[config.mk]
export PLATFORM = sky130hd
export DESIGN_NAME = deglitch_sync_bank
export DESIGN_NICKNAME = d
export VERILOG_FILES = /design/src/rtl/deglitch_pkg.sv /design/src/rtl/deglitch_chan.sv /design/src/rtl/deglitch_sync_bank.sv
export SDC_FILE = /design/constraint.sdc
export NUM_CORES = 1
export LEC_CHECK = 0
export ABC_CLOCK_PERIOD_IN_PS = 2200
export BUFFER_PORTS_ARGS = -buffer_cell sky130_fd_sc_hd__buf_2
export CAP_MARGIN = 0
export CORE_ASPECT_RATIO = 1.5
export CORE_MARGIN = 1.5
export CORE_UTILIZATION = 51
export CTS_CLUSTER_SIZE = 40
export DETAILED_ROUTE_END_ITERATION = 16
export PLACE_DENSITY = 0.81
export RECOVER_POWER = 100
export SLEW_MARGIN = 20
export SYNTH_ARGS = -nofsm -noshare
export SYNTH_HDL_FRONTEND = slang
export SYNTH_SLANG_ARGS = --single-unit
export TNS_END_PERCENT = 5
[constraint.sdc]
create_clock -name clk -period 2.2 [get_ports clk]
set_input_delay 0.33 -clock clk [delete_from_list [all_inputs] [get_ports clk]]
set_output_delay 0.33 -clock clk [all_outputs]
set_load 0.02 [all_outputs]
[src/rtl/deglitch_pkg.sv]
// Shared constants and helpers for the deglitch/synchroniser bank.
package deglitch_pkg;

    // Default, minimum and maximum values of the bank parameters
    localparam int NCH_DEF  = 4;
    localparam int NCH_MIN  = 1;
    localparam int NCH_MAX  = 32;
    localparam int SYNC_DEF = 2;
    localparam int SYNC_MIN = 2;
    localparam int SYNC_MAX = 4;
    localparam int DEB_DEF  = 4;
    localparam int DEB_MIN  = 1;
    localparam int DEB_MAX  = 255;

    // Width of a per-channel stability counter that must hold 0..deb_cycles
    function automatic int cnt_width(input int deb_cycles);
        return $clog2(deb_cycles + 1);
    endfunction

endpackage

[src/rtl/deglitch_chan.sv]
// One channel: synchroniser chain, stability counter, debounced level and
// registered edge pulses.
module deglitch_chan
    import deglitch_pkg::*;
#(
    parameter int   SYNC_STAGES = SYNC_DEF,
    parameter int   DEB_CYCLES  = DEB_DEF,
    parameter logic INIT_BIT    = 1'b0
) (
    input  logic clk,
    input  logic reset,
    input  logic d,
    input  logic en,
    input  logic clr,
    output logic q,
    output logic rise,
    output logic fall
);

    localparam int             CW       = cnt_width(DEB_CYCLES);
    // Counter value at which the next differing sample commits the new level
    localparam logic [CW-1:0]  CNT_LAST = CW'(DEB_CYCLES - 1);

    logic [SYNC_STAGES-1:0] sync_q;
    logic                   s;
    logic [CW-1:0]          cnt_q, cnt_d;
    logic                   q_q, q_d;
    logic                   rise_q, rise_d;
    logic                   fall_q, fall_d;

    assign s = sync_q[SYNC_STAGES-1];

    // Synchroniser chain shifts every cycle, independent of en and clr
    always_ff @(posedge clk or negedge reset) begin
        if (!reset) begin
            sync_q <= {SYNC_STAGES{INIT_BIT}};
        end else begin
            sync_q <= {sync_q[SYNC_STAGES-2:0], d};
        end
    end

    // Debounce decision: clear wins over enable, pulses only on a qualified change
    always_comb begin
        cnt_d  = cnt_q;
        q_d    = q_q;
        rise_d = 1'b0;
        fall_d = 1'b0;
        if (clr) begin
            cnt_d = '0;
            q_d   = INIT_BIT;
        end else if (en) begin
            if (s == q_q) begin
                cnt_d = '0;
            end else if (cnt_q == CNT_LAST) begin
                cnt_d  = '0;
                q_d    = s;
                rise_d = s;
                fall_d = ~s;
            end else begin
                cnt_d = cnt_q + CW'(1);
            end
        end
    end

    // Counter, debounced level and pulse registers
    always_ff @(posedge clk or negedge reset) begin
        if (!reset) begin
            cnt_q  <= '0;
            q_q    <= INIT_BIT;
            rise_q <= 1'b0;
            fall_q <= 1'b0;
        end else begin
            cnt_q  <= cnt_d;
            q_q    <= q_d;
            rise_q <= rise_d;
            fall_q <= fall_d;
        end
    end

    assign q    = q_q;
    assign rise = rise_q;
    assign fall = fall_q;

endmodule

[src/rtl/deglitch_sync_bank.sv]
// Bank of NCH independent synchronise-and-debounce channels.
module deglitch_sync_bank
    import deglitch_pkg::*;
#(
    parameter int             NCH         = NCH_DEF,
    parameter int             SYNC_STAGES = SYNC_DEF,
    parameter int             DEB_CYCLES  = DEB_DEF,
    parameter logic [NCH-1:0] INIT_VAL    = {NCH{1'b0}}
) (
    input  logic           clk,
    input  logic           reset,
    input  logic [NCH-1:0] d,
    input  logic           en,
    input  logic           clr,
    output logic [NCH-1:0] q,
    output logic [NCH-1:0] rise,
    output logic [NCH-1:0] fall
);

    // Reject out-of-range configurations at elaboration
    if (NCH < NCH_MIN || NCH > NCH_MAX) begin : g_bad_nch
        $error("deglitch_sync_bank: NCH=%0d outside %0d..%0d", NCH, NCH_MIN, NCH_MAX);
    end
    if (SYNC_STAGES < SYNC_MIN || SYNC_STAGES > SYNC_MAX) begin : g_bad_sync
        $error("deglitch_sync_bank: SYNC_STAGES=%0d outside %0d..%0d", SYNC_STAGES, SYNC_MIN, SYNC_MAX);
    end
    if (DEB_CYCLES < DEB_MIN || DEB_CYCLES > DEB_MAX) begin : g_bad_deb
        $error("deglitch_sync_bank: DEB_CYCLES=%0d outside %0d..%0d", DEB_CYCLES, DEB_MIN, DEB_MAX);
    end

    for (genvar i = 0; i < NCH; i++) begin : g_chan
        deglitch_chan #(
            .SYNC_STAGES (SYNC_STAGES),
            .DEB_CYCLES  (DEB_CYCLES),
            .INIT_BIT    (INIT_VAL[i])
        ) u_chan (
            .clk   (clk),
            .reset (reset),
            .d     (d[i]),
            .en    (en),
            .clr   (clr),
            .q     (q[i]),
            .rise  (rise[i]),
            .fall  (fall[i])
        );
    end

endmodule

==> results.toml <==
[status]
outcome = "finished with violations"
violations = "capacitance limit, slew limit"

[yosys]
syn_nets = 133
synthAdderAreaFrac_pct = 3.56
post_synth_num_cell_types = 22
synth_top_area_share_pct = 56.9
muxShareOfSynthArea_pct = 2.85
synth_top_cell_by_area = "dfrtp_1"
synth.top_cells.by_area = "dfrtp_1 57%, buf_4 6.4%, nand2b_1 5.8%, ha_1 3.6%, mux2i_1 2.8%"
synth_ff_type = "dfrtp_1"
synth_top_family_by_area = "simple AND/OR/NAND/NOR gates"
synth_xor_xnor_area_share_pct = 2.49
synth.yosys.seq_area_share_pct = 56.9
synth_enable_flop_cells = 0
post_synth_inst_count = 121
synth.ff_latch_count = 32
synth_compound_gate_area_share_pct = 5.34
yosys_warnings = 0
asyncSetResetFlopFracSynth_pct = 100
syn_area_per_cell_um2 = 11.6
post_synth_and_or_nand_nor_area_fraction_pct = 19.0
syn-cell-area_mm2 = 0.00141

[routing]
wl_per_cell_um = 12.7
wl_met2_um = 1090
highest_layer = "met4"
route.antenna.remaining_nets = 0
wl_met1_um = 917
detailedRoute.firstPassIterationCount = 4
routed_wl_um = 2140
avgViaCountPerCell = 5.17
detailroute.wirelength.met3_um = 69
drtIter0Drc = 9
routed-via-count = 868
remaining_drc_errors = 0

[worst_setup_path]
critical_path.max_fanout = 22
critPathRequiredTime_ns = 2.37
cpPeakStageDelay_ns = 0.58
worst_r2r_endpoint = "g_chan[2].u_chan.cnt_q[0]"
critPathKind = "in -> reg"
worst_setup_path_startpoint = "en"
arrival_ns = 1.66
worst_path_max_delay_cell = "clkbuf_1"
launch_point_of_the_worst_reg_to_reg_path = "g_chan[2].u_chan.cnt_q[0]"
reg2reg_depth = 4
path_length_in_cells_of_the_critical_path = 3
setup.worst_path.start_class = "input pin"
cp_num_buf_inv = 1
crit_path_to = "g_chan[1].u_chan.fall"
endpoint_kind = "flop"
path_cells = "clkbuf_1 -> nand2b_1 -> nor4b_1"
regToRegSetupSlack_ns = 0.95
crit_family = "simple AND/OR/NAND/NOR gates"

[floorplan]
fp.dieW_um = 45.9
io_pins = 20
dieArea_mm2 = 0.00309
starting_utilization_of_the_core_area_pct = 53.1
die_h_um = 67.3
core_area_mm2 = 0.00265
rows = 23

[clock_network]
cts_max_level = 2
cts_setup_buffers = 0
clk-insertion-delay-late_ns = 0.28
max_clock_buf_depth = 2
clock_tree_from_tritoncts = "yes"
numCtsBuffers = 5
postCtsResizedCells = 0
cts.sink_count = 32
hold_buffers = 0
ctsRootBufferMaster = "clkbuf_8"
cts.reportedPaths.clkPinSlew_ns = 0.06

[global_routing]
grt_first_pass_wirelength_um = 3730
pin_count_of_the_biggest_net_entering_global_routing = 33
first_global_vias = 880
grt_overflow_total = 0
grt.total_usage_pct = 17.4
antenna_found_initial = 0

[sta]
setup-violations-final = 0
slew_headroom_pct = -11.3
clock_skew_ns = 0.00559
hold-worst-slack_ns = 0.152
worst-slew-pin-transition_ns = 1.67
final.min_clock_period_ns = 1.49
fmax_ghz = 0.673
setup_total_negative_slack_ns = 0
grt_setup_unrepaired = "false"
timing.final.crit_share_pct = 67.5
total_count_of_hold_check_failures_in_the_final_report = 0
slew_violations = 33

[place]
placement.io_buffers = 19
dp_hpwl_um = 1460
post-place-cells = 160
final_weighted_congestion_in_routability_driven_placement = 0.760

[hold_path]
timing.hold.worst.class = "in -> reg"
timing.hold.worst_path_depth = 1

[layout]
final_nets = 142
final_cell_mix = "32 x dfrtp_1, 14 x clkbuf_1, 13 x nand2b_1, 7 x clkbuf_8"
post-route-util_pct = 58.2
layout.cells.most_common = "dfrtp_1"
instances_no_fill = 168
n_diodes = 0
fillerInstances = 234
final_layout_size_suffix_gt1_share_pct = 10.7
synth_to_layout_area_growth_pct = 9.61

[power_and_ir_drop]
p_leak_nw = 0.729
finalPower_w = 0.00127
power_density_mw_per_mm2 = 822
worst_ir_drop_vdd_mv = 0.634

[run]
maxCapViolations = 1
-- state kept, by name, indices dropped and copies added, names as in the netlist --
name and flops:
g_chan.u_chan.rise 4, g_chan.u_chan.sync_q 8, g_chan.u_chan.q 4, g_chan.u_chan.cnt_q 12, g_chan.u_chan.fall 4
-- final cells by class --
cell class | instances | area, um2 | area share, %
sequential | 32 | 801 | 51.9
clock inverter | 1 | 30.0 | 1.95
timing repair buffer | 19 | 77.6 | 5.03
tap | 37 | 46.3 | 3.00
multi-input combinational | 66 | 468 | 30.4
inverter | 6 | 22.5 | 1.46
clock buffer | 7 | 96.3 | 6.25
-- synthesized netlist by cell type, types with 5 or more instances --
cell type and number:
inv_1 6, nand2b_1 13, buf_4 12, dfrtp_1 32
nor2_1 5, a21oi_1 6, buf_2 5
-- how the worst min path moves through the flow --
stage,startpoint,to,slack (ns)
final,d[0],g_chan[0].u_chan.sync_q[0],0.15
after global routing,d[2],g_chan[2].u_chan.sync_q[0],0.14
after CTS,reset,g_chan[2].u_chan.rise,0.10
after detailed placement,g_chan[0].u_chan.sync_q[0],g_chan[0].u_chan.sync_q[1],0.33
after global placement,g_chan[3].u_chan.sync_q[0],g_chan[3].u_chan.sync_q[1],0.33
after floorplan,reset,g_chan[0].u_chan.cnt_q[0],0.03
-- where the power goes --
part / internal (W) / switching, W / total (W)
logic: 0.0000179 / 0.0000360 / 0.0000539
registers: 0.000602 / 0.00000968 / 0.000612
clock network: 0.000399 / 0.000203 / 0.000602
-- logic make-up after synthesis --
family | count (synthesis)
flip-flops | 32
AO/OA/AOI/OAI | 12
multiplexers | 4
XOR/XNOR | 4
AND/OR/NAND/NOR | 42
adder cells (fa/ha/maj) | 4
buffers and inverters | 23
-- routing by layer --
metal	track usage [%]	up-vias
met3	5.61	7
met5	0	-
met2	27.4	15
li1	-	420
met4	12.5	0
met1	19.0	426
-- metrics by stage --
stage	worst slack (ns)	cell area (um2)
2_1_floorplan	1.12	1410
3_3_place_gp	0.922	1430
3_5_place_dp	0.830	1430
4_1_cts	0.956	1560
5_1_grt	0.465	1540
6_report	0.715	1540
Note: power is estimated with default switching activity, not from simulation.
